`src/rtl/seven_segment_pkg.sv`:
```
// seven_segment_pkg: shared segment decode table, blank constants and digit-index type
package seven_segment_pkg;
   typedef logic [2:0] digit_idx_t;
   localparam logic [7:0] AN_OFF  = 8'hFF;
   localparam logic [6:0] SEG_OFF = 7'h7F;
   // active-low {g,f,e,d,c,b,a} patterns for hex codes 0..F
   localparam logic [6:0] SEG_TABLE [16] = '{
      7'h40, 7'h79, 7'h24, 7'h30, 7'h19, 7'h12, 7'h02, 7'h78,
      7'h00, 7'h10, 7'h08, 7'h03, 7'h46, 7'h21, 7'h06, 7'h0E
   };
endpackage

```
`src/rtl/seven_segment_decoder.sv`:
```
// seven_segment_decoder: combinational hex code to active-low segment pattern
module seven_segment_decoder
   import seven_segment_pkg::*;
(
   input  logic [3:0] code,
   output logic [6:0] seg
);
   // table lookup of the cathode pattern
   always_comb seg = SEG_TABLE[code];
endmodule

```
`src/rtl/seven_segment_scanner.sv`:
```
// seven_segment_scanner: 8-digit multiplexed display scanner with tear-free frame snapshots; SEVEN_SEGMENT_BLANK_GAP_EN adds an anode-off gap at each slot end
module seven_segment_scanner
   import seven_segment_pkg::*;
#(
   parameter int DIV       = 100000,
   parameter int BLANK_CYC = 16
) (
   input  logic        clk,
   input  logic        rst,
   input  logic [31:0] digit,
   input  logic [7:0]  en_dot,
   input  logic [7:0]  en_digit,
   output logic [7:0]  an,
   output logic [6:0]  seg,
   output logic        dp,
   output logic        frame_start
);
   localparam int CW = $clog2(DIV);
`ifdef SEVEN_SEGMENT_BLANK_GAP_EN
   localparam int GAP_AT = DIV - BLANK_CYC;
`else
   // threshold past the last count value, so the gap never opens
   localparam int GAP_AT = DIV + 0 * BLANK_CYC;
`endif
   logic [CW-1:0] cnt;
   digit_idx_t    idx;
   logic [31:0]   snap_digit;
   logic [7:0]    snap_en_dot;
   logic [7:0]    snap_en_digit;
   logic          load_pending;
   logic          slot_end;
   logic          load;
   logic          lit;
   logic          gap;
   logic [6:0]    dec_seg;

   // slot timing, snapshot trigger and current-position qualifiers
   always_comb begin
      slot_end = cnt == CW'(DIV - 1);
      load     = load_pending | (slot_end & (idx == 3'd7));
      lit      = snap_en_digit[idx];
      gap      = int'(cnt) >= GAP_AT;
   end

   seven_segment_decoder u_dec (
      .code (snap_digit[{idx, 2'b00} +: 4]),
      .seg  (dec_seg)
   );

   // prescaler, digit index, frame snapshot and registered display outputs
   always_ff @(posedge clk) begin
      if (!rst) begin
         cnt           <= '0;
         idx           <= '0;
         snap_digit    <= 32'hFFFF_FFFF;
         snap_en_dot   <= 8'h00;
         snap_en_digit <= 8'h00;
         load_pending  <= 1'b1;
         frame_start   <= 1'b0;
         an            <= AN_OFF;
         seg           <= SEG_OFF;
         dp            <= 1'b1;
      end else begin
         cnt          <= slot_end ? '0 : cnt + CW'(1);
         idx          <= slot_end ? idx + 3'd1 : idx;
         load_pending <= 1'b0;
         frame_start  <= load;
         if (load) begin
            snap_digit    <= digit;
            snap_en_dot   <= en_dot;
            snap_en_digit <= en_digit;
         end
         an  <= (lit && !gap) ? ~(8'h01 << idx) : AN_OFF;
         seg <= lit ? dec_seg : SEG_OFF;
         dp  <= lit ? ~snap_en_dot[idx] : 1'b1;
      end
   end
endmodule
```
`config.mk`:
```
export PLATFORM = sky130hd
export DESIGN_NAME = seven_segment_scanner
export DESIGN_NICKNAME = d
export VERILOG_FILES = /design/src/rtl/seven_segment_pkg.sv /design/src/rtl/seven_segment_decoder.sv /design/src/rtl/seven_segment_scanner.sv
export SDC_FILE = /design/constraint.sdc
export NUM_CORES = 1
export LEC_CHECK = 0
export CAP_MARGIN = 20
export CELL_PAD_IN_SITES_DETAIL_PLACEMENT = 0
export CELL_PAD_IN_SITES_GLOBAL_PLACEMENT = 1
export CORE_ASPECT_RATIO = 2
export CORE_MARGIN = 5
export CORE_UTILIZATION = 35
export DETAILED_ROUTE_END_ITERATION = 10
export GPL_TIMING_DRIVEN = 1
export PLACE_DENSITY = 0.83
export SLEW_MARGIN = 20
export SYNTH_ARGS = -nofsm -noshare
export SYNTH_HDL_FRONTEND = slang
export SYNTH_SLANG_ARGS = --single-unit
```
`constraint.sdc`:
```
create_clock -name clk -period 2.4 [get_ports clk]
set_clock_uncertainty 0.05 [all_clocks]
set_input_delay 0.24 -clock clk [delete_from_list [all_inputs] [get_ports clk]]
set_output_delay 0.24 -clock clk [all_outputs]
set_load 0.03 [all_outputs]
```
======== Word level (Yosys, flattened, before mapping) ========
Memory sizes are Yosys's and may differ from the RTL's. A register that Yosys moved wholly into a read port is not among the register bits.
Index checks and enable logic that the tools add are counted.
storage, ports and cells
  flip-flop bits (word level) ............. 79
  latch bits .............................. 0
  RAM bits ................................ 0
  bits in read-only memories .............. 112
  input bits .............................. 50
  output and inout port bits .............. 17
  memories ................................ 1
memories
  name             words  bits a word  rd ports  clocked after memory_dff  wr ports  RTL line                    RTL
  (no name shown)  16     7            1         1                         0         seven_segment_decoder.sv:9  always_comb seg = SEG_TABLE[code];
cells by class
  add/sub/neg operators ................... 2
  multipliers ............................. 0
  divide/modulo/power cells ............... 0
  $lt $le $gt $ge ......................... 2
  eq/ne operators ......................... 2
  shift-type cells ........................ 2
  muxes and demuxes ....................... 5
  bitwise logic cells ..................... 6
  reductions and logical operators ........ 6
operator list
  operator                                                   number
  variable part select 32 x 6 -> 4 bit                       1
  adder 17 x 1 -> 17 bit, second input constant              1
  equality test 17 bit, second input constant                1
  greater-or-equal comparator 17 bit, second input constant  1
  inverter 8 bit                                             1
  left shift 1 x 3 -> 8 bit, first input constant            1
  binary-select mux 1 bit (select 3 bit)                     2
  inverter 4 -> 5 bit                                        1
  < comparator 3 x 4 -> 1 bit, second input constant         1
  AND reduction 2 bit                                        2
  adder 3 x 1 -> 3 bit, second input constant                1
  equality test 3 bit, second input constant                 1
  two-way mux 1 bit                                          3
  logical NOT 1 bit                                          2
  inverter 1 bit                                             2
  OR reduction 2 bit                                         1
  bitwise AND 1 bit                                          1
  logical AND 1 bit                                          1
  OR 1 bit                                                   1

======== Longest topological paths before layout ========
  depth in word-level cells ............... 4
  mapped depth ............................ 9

======== Cells and area by module ========
A second synthesis with hierarchy kept.
unflattened totals
  cell total of the unflattened synthesis .. 433
  area, all modules ....................... 3990.1 um^2
modules (own cells, without submodules)
  module                 times used  cells an instance  area an instance (um^2)  sequential area each (um^2)
  seven_segment_scanner  1           400                3721.1                   1721.7
  seven_segment_decoder  1           33                 269.0                    0.0

======== Least setup slack after synthesis ========
OpenSTA, ideal clock, no wires.
  path kind ............................... flip-flop to flip-flop
  start point ............................. reg idx[0]
  end point ............................... reg seg[3]
  arrival time ............................ 2.434 ns
  data required time ...................... 2.230 ns
  slack ................................... -0.204 ns
  stages on the path, launching flop included .. 10
  path buffers ............................ 2
  path through ............................ dfxtp_1 buf_2 buf_2 mux4_2 mux2i_1 inv_1 ha_1 nand3_1 nand3_1 a211o_1
between the ends
  word-level cells in the longest chain between the ends .. 4
  elaborated cells on any way between the ends .. 6
  those cells by class .................... 1 x shift; 2 x mux; 1 x bitwise; 2 x reduce/logical
ends and longest elaborated chain
  what                                                                          RTL line                     RTL
  start: declaration                                                            seven_segment_scanner.sv:26  digit_idx_t idx;
  start signal: assignment                                                      seven_segment_scanner.sv:65  idx <= slot_end ? idx + 3'd1 : idx;
  branches (longest 4 deep; another with variable part select 32 x 6 -> 4 bit)  n/a
  end: declaration                                                              seven_segment_scanner.sv:14  output logic [6:0] seg,
Several ways; the timed one is not identified. The select of a mux whose other input is x is not followed.
A chain may end at the register's enable or synchronous reset.

======== Final worst setup path ========
Ends and elaborated chain as after synthesis.

==> results.yml <==
power_and_ir_drop:
  peakVddDrop_mv: 0.372
  p_switching_w: 0.000723
  powerDensity_nw_per_um2: 692
  p_sw_frac: 0.213
  power.internal_w: 0.00267
  pwr-share-comb: 0.094
  pwr-share-clk: 0.457
  p_leak_nw: 1.95
  p_seq_frac: 0.450
clock_network:
  cts_made_buffers: 9
  clk_pin_slew_ps: 60
  cts_num_sinks: 86
  clk_path_buf_depth: 2
  htreeDepth: 3
  cts_tree: "yes"
  clk_latency_ps: 330
  postCtsSetupRepairBufs: 0
  root_buffer: "clkbuf_16"
timing:
  period_share: 0.898
  finalHoldViolCount: 0
  finalSetupViolCount: 0
  slew_violations: 0
  fin_ws_ps: 246
  max_freq_mhz: 464
  min_period_ps: 2150
  relSlewSlack: 0.775
  rsz0062_at_grt: "false"
  finalSetupTns_ps: 0
  tightestPinTransition_ps: 328
layout:
  areaGrowthSynthToFinish_pct: 32.7
  post_route_cells_drive_above_1_share: 0.106
  antenna_cells: 0
  layout_commonest_cell: "nand2_1"
  fin_nets: 547
  fillers: 1016
  layout_common_cells: "110 x nand2_1, 85 x dfxtp_1, 66 x clkdlybuf4s50_1"
worst_setup_path:
  path_max_fanout: 7
  reg2reg_depth: 7
  cp_slowest_cell: "mux4_2"
  cp.required_ps: 2570
  worst_setup_path_end_kind: "flip-flop"
  r2r_end: "seg[3]"
  startpoint: "idx[0]"
  start_kind: "flip-flop"
  rrSetupSlack_ps: 250
  path_cells: "mux4_2, mux2i_4, inv_1, ha_1, o21ai_0, nand3_1, a211o_1"
  reg2reg_from: "idx[0]"
  critPathMaxStageDelay_ps: 560
  crit_end: "seg[3]"
  critical_path_class: "flip-flop to flip-flop"
  crit_arrival_ps: 2320
grt:
  grt_max_degree: 50
  grt_first_pass_wirelength_um: 13800
  gr-usage-all-layers: 0.141
  grt_pass1_vias: 2995
  antenna_found_initial: 0
  overflow: 0
place:
  numPortBuffers: 66
  hpwl_um: 6540
  gp_congestion: 0.843
  dp_worst_setup_slack_ps: 111
logic_synthesis:
  yosys.cell_types.count: 44
  synth_seq_area_share: 0.466
  synth_seq_cells: 86
  syn_area_per_cell_um2: 8.90
  synth-edff-count: 0
  netlist_instances: 415
  async_flop_share: 0
  yosys_warnings: 0
  dominantRegCellSynth: "dfxtp_1"
  syn_nets: 478
  synthesis.area_um2: 3690
drt:
  dr.pass1.iters: 4
  wl_per_cell_um: 13.7
  vias: 3046
  ant_nets: 0
  vias_per_cell: 4.87
  routed_wl_um: 8550
  dr.first_iter.drc_count: 140
  route.detailed.drc: 0
die:
  dieWidth_um: 82.7
  dieArea_um2: 12800
  rows: 53
  io_pins: 67
  core_area_um2: 10400
  dieHeight_um: 155
  start_util: 0.355
status:
  status: "complete, no violations"
job:
  cap_viol_max_count: 0
min_path:
  hp-class: "flip-flop to flip-flop"
==> critical path, delay by kind of cell (launching register included) <==
| kind | cells | cell delay, ps |
|---|---|---|
| mux | 2 | 720 |
| compound gates | 2 | 390 |
| simple gates | 1 | 110 |
| buf+inv | 1 | 90 |
| flops | 1 | 440 |
| fa+ha+maj | 1 | 230 |
==> flip-flops by register name (all words and copies together), names as in the netlist <==
register       flops
an                 8
cnt               17
dp                 1
frame_start        1
idx                3
load_pending       1
seg                7
snap_digit        32
snap_en_digit      8
snap_en_dot        8
==> power groups by stage <==
stage	Combinational, W	Sequential (W)	Clock, W
2_1_floorplan	0.000172	0.00156	0
4_1_cts	0.000322	0.00152	0.00159
3_5_place_dp	0.000321	0.00156	0
6_report	0.000318	0.00152	0.00155
5_1_grt	0.000353	0.00153	0.00165
3_3_place_gp	0.000313	0.00156	0
==> per-stage QoR <==
| stage | total power, W | hold slack, ps | instances | util | cell area (um^2) |
|---|---|---|---|---|---|
| after floorplan | 0.00173 | 314 | 415 | - | 3720 |
| after global placement | 0.00187 | 389 | 610 | 0.438 | 4560 |
| after detailed placement | 0.00188 | 395 | 610 | 0.438 | 4560 |
| after CTS | 0.00343 | 404 | 626 | 0.471 | 4900 |
| after global routing | 0.00353 | 424 | 626 | 0.471 | 4900 |
| final | 0.00339 | 401 | 626 | 0.471 | 4900 |
==> worst min path at each step <==
stage	end	slack, ps	cells past startpoint	from
after floorplan	snap_digit[6]	310	2	digit[6]
after global placement	snap_en_digit[7]	390	2	snap_en_digit[7]
after detailed placement	snap_en_dot[3]	400	2	snap_en_dot[3]
after CTS	snap_en_dot[3]	400	2	snap_en_dot[3]
after global routing	snap_en_dot[0]	420	3	en_dot[0]
final	snap_en_dot[3]	400	2	snap_en_dot[3]
==> routing by layer <==
metal / routed length (um) / up-vias / GRT usage
met1: 3190 / 1439 / 0.143
li1: - / 1542 / -
met2: 4830 / 51 / 0.260
met4: 236 / 0 / 0.0764
met5: 0 / - / 0
met3: 293 / 14 / 0.0249
==> logic make-up after synthesis <==
kind of cell,synth area share
and+or+nand+nor,0.239
xor gates and xnor gates,0.0332
DFF,0.466
muxes,0.0941
AOI/OAI and AO/OA,0.0762
buffers and inverters,0.0478
adders and majority gates,0.0440
==> synth_stat cells, types with 6 or more instances <==
library cell	n	area [um^2]
o21ai_0	6	30.0
ha_1	13	163
xor2_1	10	87.6
nor2_1	22	82.6
buf_2	6	30.0
clkbuf_1	13	48.8
a21oi_1	19	95.1
nand2_1	110	413
nand3_1	46	230
mux4_2	10	225
mux2i_1	10	100
inv_1	10	37.5
dfxtp_1	86	1720
==> what timing repair did <==
| item | 4_1_cts | 5_1_grt |
|---|---|---|
| resized for setup | 0 | 1 |
| hold buffers | 0 | 0 |
| setup endpoints to repair | 0 | 2 |
==> area by class of cell <==
class	count	area [um^2]	area share
multi-input combinational	293	1820	0.371
sequential	86	1720	0.351
timing repair buffer	82	806	0.164
clock buffer	9	225	0.0459
tap	137	171	0.0350
clock inverter	7	113	0.0230
inverter	12	45.0	0.00919
Note: power is estimated with default switching activity, not from simulation.
